$ cat config.mk
export PLATFORM = sky130hd
export DESIGN_NAME = truth_table_sequencer
export DESIGN_NICKNAME = d
export VERILOG_FILES = /design/src/rtl/tt_seq_pkg.sv /design/src/rtl/tt_settle_timer.sv /design/src/rtl/truth_table_sequencer.sv
export SDC_FILE = /design/constraint.sdc
export NUM_CORES = 1
export LEC_CHECK = 0
export ABC_CLOCK_PERIOD_IN_PS = 1800
export BUFFER_PORTS_ARGS = -buffer_cell sky130_fd_sc_hd__buf_2
export CAP_MARGIN = 20
export CORE_MARGIN = 4
export CORE_UTILIZATION = 40
export DETAILED_ROUTE_END_ITERATION = 10
export GPL_ROUTABILITY_DRIVEN = 0
export GPL_TIMING_DRIVEN = 0
export SYNTH_ARGS = -nofsm -noshare
export SYNTH_HDL_FRONTEND = slang
export SYNTH_SLANG_ARGS = --single-unit
$ cat constraint.sdc
create_clock -name clk -period 1.8 [get_ports clk]
set_clock_uncertainty 0.1 [all_clocks]
set_input_delay 0.27 -clock clk [delete_from_list [all_inputs] [get_ports clk]]
set_output_delay 0.27 -clock clk [all_outputs]
set_load 0.02 [all_outputs]
$ cat src/rtl/tt_seq_pkg.sv
// Shared definitions for the truth-table sequencer.
// Holds the controller state encoding, the sweep geometry and the
// settle-timer width used by truth_table_sequencer and tt_settle_timer.
package tt_seq_pkg;

    localparam int unsigned ROWS          = 16;
    localparam int unsigned IN_W          = 4;
    localparam int unsigned OUT_W_DEFAULT = 10;
    localparam int unsigned TIMER_W       = 8;

    localparam logic [IN_W-1:0] LAST_ROW = IN_W'(ROWS - 1);

    typedef enum logic [2:0] {
        IDLE,
        APPLY,
        SETTLE,
        PRESENT,
        DONE
    } state_e;

endpackage

$ cat src/rtl/tt_settle_timer.sv
// Settle timer: 8-bit load/decrement down-counter with a zero flag.
// Ports:
//   clk        rising-edge clock
//   rst        synchronous active-high reset (count -> 0)
//   load_i     load load_val_i (has priority over dec_i)
//   load_val_i value to load
//   dec_i      decrement by one; holds at zero
//   zero_o     count is zero
module tt_settle_timer
    import tt_seq_pkg::*;
(
    input  logic               clk,
    input  logic               rst,
    input  logic               load_i,
    input  logic [TIMER_W-1:0] load_val_i,
    input  logic               dec_i,
    output logic               zero_o
);

    logic [TIMER_W-1:0] cnt_q, cnt_d;

    always_comb begin
        cnt_d = cnt_q;
        if (load_i) begin
            cnt_d = load_val_i;
        end else if (dec_i && (cnt_q != '0)) begin
            cnt_d = cnt_q - TIMER_W'(1);
        end
    end

    always_ff @(posedge clk) begin
        if (rst) begin
            cnt_q <= '0;
        end else begin
            cnt_q <= cnt_d;
        end
    end

    assign zero_o = (cnt_q == '0);

endmodule

$ cat src/rtl/truth_table_sequencer.sv
// Truth-table sequencer: walks the 16 combinations of {w,x,y,z}, holds each
// for SETTLE_CYCLES clocks, samples the breadboard results r_in and emits
// one captured row per combination on a valid/ready stream.
// Ports:
//   clk, rst          clock and synchronous active-high reset
//   start             begin a sweep (sampled only when idle)
//   busy              sweep in progress (APPLY..DONE)
//   w, x, y, z        breadboard stimulus, w = MSB of the row number
//   r_in              breadboard results
//   row_valid/ready   captured-row handshake
//   row_index         row number 0..15
//   row_inputs        {w,x,y,z} applied for the row
//   row_outputs       r_in sampled at the end of settle
//   done              one-cycle pulse after row 15 is accepted
module truth_table_sequencer
    import tt_seq_pkg::*;
#(
    parameter int unsigned SETTLE_CYCLES = 6,
    parameter int unsigned OUT_W         = OUT_W_DEFAULT
) (
    input  logic             clk,
    input  logic             rst,
    input  logic             start,
    output logic             busy,
    output logic             w,
    output logic             x,
    output logic             y,
    output logic             z,
    input  logic [OUT_W-1:0] r_in,
    output logic             row_valid,
    input  logic             row_ready,
    output logic [IN_W-1:0]  row_index,
    output logic [IN_W-1:0]  row_inputs,
    output logic [OUT_W-1:0] row_outputs,
    output logic             done
);

    // Timer reaches zero on the last settle cycle, so it starts at S-1.
    localparam logic [TIMER_W-1:0] SETTLE_LOAD = TIMER_W'(SETTLE_CYCLES - 1);

    state_e             state_q, state_d;
    logic [IN_W-1:0]    idx_q, idx_d;
    logic [IN_W-1:0]    stim_q, stim_d;
    logic [IN_W-1:0]    row_idx_q, row_idx_d;
    logic [IN_W-1:0]    row_in_q, row_in_d;
    logic [OUT_W-1:0]   row_out_q, row_out_d;
    logic               timer_load;
    logic               timer_dec;
    logic               timer_zero;

    tt_settle_timer u_timer (
        .clk        (clk),
        .rst        (rst),
        .load_i     (timer_load),
        .load_val_i (SETTLE_LOAD),
        .dec_i      (timer_dec),
        .zero_o     (timer_zero)
    );

    always_comb begin
        state_d    = state_q;
        idx_d      = idx_q;
        stim_d     = stim_q;
        row_idx_d  = row_idx_q;
        row_in_d   = row_in_q;
        row_out_d  = row_out_q;
        timer_load = 1'b0;
        timer_dec  = 1'b0;

        case (state_q)
            IDLE: begin
                idx_d = '0;
                if (start) begin
                    state_d = APPLY;
                end
            end
            APPLY: begin
                stim_d     = idx_q;
                timer_load = 1'b1;
                state_d    = SETTLE;
            end
            SETTLE: begin
                if (timer_zero) begin
                    row_idx_d = idx_q;
                    row_in_d  = idx_q;
                    row_out_d = r_in;
                    state_d   = PRESENT;
                end else begin
                    timer_dec = 1'b1;
                end
            end
            PRESENT: begin
                if (row_ready) begin
                    if (idx_q == LAST_ROW) begin
                        state_d = DONE;
                    end else begin
                        idx_d   = idx_q + IN_W'(1);
                        state_d = APPLY;
                    end
                end
            end
            DONE: begin
                state_d = IDLE;
            end
            default: begin
                state_d = IDLE;
            end
        endcase
    end

    always_ff @(posedge clk) begin
        if (rst) begin
            state_q   <= IDLE;
            idx_q     <= '0;
            stim_q    <= '0;
            row_idx_q <= '0;
            row_in_q  <= '0;
            row_out_q <= '0;
        end else begin
            state_q   <= state_d;
            idx_q     <= idx_d;
            stim_q    <= stim_d;
            row_idx_q <= row_idx_d;
            row_in_q  <= row_in_d;
            row_out_q <= row_out_d;
        end
    end

    // Row valid is exactly the PRESENT state, which also keeps it
    // mutually exclusive with done.
    assign row_valid   = (state_q == PRESENT);
    assign done        = (state_q == DONE);
    assign busy        = (state_q != IDLE);
    assign w           = stim_q[3];
    assign x           = stim_q[2];
    assign y           = stim_q[1];
    assign z           = stim_q[0];
    assign row_index   = row_idx_q;
    assign row_inputs  = row_in_q;
    assign row_outputs = row_out_q;

endmodule

==> results_dict.tcl <==
set metrics [dict create \
    drc 0 \
    clk_latency_ns 0.28 \
    ios 39 \
    synth_edf_count 0 \
    yosys_warnings 0 \
    start_util_pct 43.0 \
    cts_tree "yes" \
    total_power_w 0.00202 \
    synthesis.area_um2 1630 \
    crit_path_end_kind "register" \
    synth_top_area_cell "dfxtp_1" \
    rsz0062_at_grt "no" \
    placed_cell_area_um2 1880 \
    die-area_um2 5160 \
    rows 22 \
    path_cells "inv_2 -> ha_4 -> or3b_4 -> buf_8 -> o2111a_1 -> a211oi_2" \
    start_kind "register" \
    p_per_area_nw_per_um2 948 \
    dpl.hpwl_mm 3.22 \
    wirelength_mm 4.51 \
    first_iter_violations 170 \
    syn_avg_cell_area_um2 8.92 \
    dp_slack_ns -0.393 \
    viasPerCell 5.96 \
    wl_per_cell_um 16.2 \
    required_ns 1.90 \
    ys_seq_elements 33 \
    synth_common_cells "dfxtp_1 (33), a21oi_1 (23), o31ai_1 (16), nand4_1 (15), clkbuf_1 (12)" \
    final_hold_viol_count 0 \
    vias 1662 \
    drv_cap 0 \
    period_needed_ns 1.73 \
    critPathMaxFanout 10 \
    antenna_left 0 \
    fin_tns_setup_ns 0 \
    finalInstanceArea_um2 2130 \
    die_h_um 71.9 \
    port_buffers 38 \
    fp.dieW_um 71.9 \
    fmax_ghz 0.578 \
    maxSlewHeadroom_pct 58.9 \
    path_class "register to register" \
    crit_slowest_cell "or3b_4" \
    fin_ws_ns 0.0692 \
    finalCritPeriodShare_pct 96.2 \
    drive_gt1_share_pct 40.3 \
    async_reset_ff_share_pct 0 \
    cts_max_path_buffers 2 \
    drv_slew 0 \
    htreeDepth 2 \
    gr-total-overflow 0 \
    cp_top_family "compound AO/OA/AOI/OAI gates" \
    ys.flop_type "dfxtp_1" \
    cp_num_buf_inv 2 \
    grt_start_max_net_pins 11 \
    cts-root-buf "clkbuf_8" \
    grt.total_usage_pct 17.4 \
    clock_sinks 33 \
    hp-class "primary input to register" \
    synthDistinctLibCells 39 \
    first_pass_iters 4 \
    grt_pass1_wl_mm 7.25 \
    synth_most_common_cell "dfxtp_1" \
    cts_made_buffers 5 \
    status "complete, no violations" \
    synth_cells 183 \
    fp.coreArea_um2 3800 \
    antenna_found_initial 0 \
    cp_slowest_stage_delay_ns 0.41 \
    ys_seq_area_share_pct 40.5 \
    p_leak_nw 0.876 \
    setup_violations 0 \
    clk_pin_slew_ns 0.07 \
    worstMarginPinSlew_ns 0.613 \
    ir_drop_v 0.000561 \
    arrival_ns 1.83 \
    final_nets 247 \
    syn2layout_area_growth_pct 30.8 \
    synth_top_area_share_pct 40.5 \
    antennaDiodeCount 0 \
    syn-num-nets 200 \
    first_global_vias 1516 \
    netlist_top_cells_area "dfxtp_1 (40%), o31ai_1 (7.4%), a21oi_1 (7.1%)" \
]
[registers in the layout, indices dropped and copies added (netlist names)]
name           count
stim_q             4
idx_q              4
u_timer.cnt_q      8
row_inputs         4
state_q            3
row_outputs       10
[worst reg2reg max path: stages, from the launching register on]
cell and delay [ns]:
dfxtp_2 0.34, inv_2 0.08, ha_4 0.14, or3b_4 0.41, buf_8 0.16, o2111a_1 0.24
a211oi_2 0.18
[cells in the final DEF, fill, tap and decap left out, types with 3 or more instances in the layout]
master	synthesis	final
nand2_1	10	10
mux2i_1	4	4
clkbuf_1	12	4
o31ai_2	0	6
or3b_2	4	3
nand3_1	6	6
clkbuf_8	0	8
dfxtp_1	33	30
a21oi_1	23	23
nand4_1	15	15
buf_2	3	42
o211ai_1	4	4
buf_6	2	3
or3_1	6	6
or4_1	3	3
buf_4	4	8
o31ai_1	16	10
nor2_1	4	4
dfxtp_2	0	3
[stage by stage]
| step | util, % | hold slack [ns] | instances |
|---|---|---|---|
| 6_report | 56.2 | 0.112 | 279 |
| 4_1_cts | 54.0 | 0.114 | 277 |
| 3_3_place_gp | 49.6 | 0.345 | 269 |
| 2_1_floorplan | - | 0.280 | 183 |
| 3_5_place_dp | 49.6 | 0.349 | 269 |
| 5_1_grt | 56.2 | 0.121 | 279 |
[cells by family after synthesis]
family / Yosys count / share of synthesized area [%]
buffers and inverters: 25 / 7.82
AND/OR/NAND/NOR: 63 / 24.7
multiplexers: 4 / 2.45
adder cells (fa/ha/maj): 3 / 2.30
flip-flops: 33 / 40.5
AO/OA/AOI/OAI: 55 / 22.2
[per-layer routing]
metal	vias to the layer above	GRT usage, %	wire (µm)
met1	812	23.5	2030
met3	9	3.79	251
met2	52	27.0	2160
met5	-	0	0
met4	0	6.26	69
li1	789	-	-
[final timing paths]
check,startpoint,end,slack [ns],cells past startpoint
hold reg to reg,stim_q[0]$_SDFFE_PP0P_,stim_q[0]$_SDFFE_PP0P_,0.36,2
hold / removal,row_ready,state_q[1]$_SDFFE_PP0P_,0.11,2
setup reg to reg,u_timer.cnt_q[0]$_SDFFE_PP0P_,u_timer.cnt_q[2]$_SDFFE_PP0P_,0.07,6
setup / recovery,u_timer.cnt_q[0]$_SDFFE_PP0P_,u_timer.cnt_q[2]$_SDFFE_PP0P_,0.07,6
[report_power, final]
part           switching (W)  internal (W)  total (W)
logic               0.000365      0.000234   0.000599
registers          0.0000418      0.000769   0.000811
clock network       0.000267      0.000346   0.000613
[area by class of cell]
type / instances / area [µm²]
fill: 352 / 1670
clock inverter: 1 / 5.00
clock buffer: 7 / 96.3
inverter: 4 / 17.5
buffer: 20 / 145
timing repair buffer: 41 / 213
tap: 48 / 60.1
sequential: 33 / 664
multi-input combinational: 125 / 932
[what timing repair did]
item | in CTS | in global routing
setup buffers | 0 | 3
pin swaps | 1 | 1
hold endpoints to repair | 0 | 0
hold buffers | 0 | 0
endpoints found under the setup margin | 22 | 22
gates resized for setup | 19 | 24
Note: power is estimated with default switching activity, not from simulation.
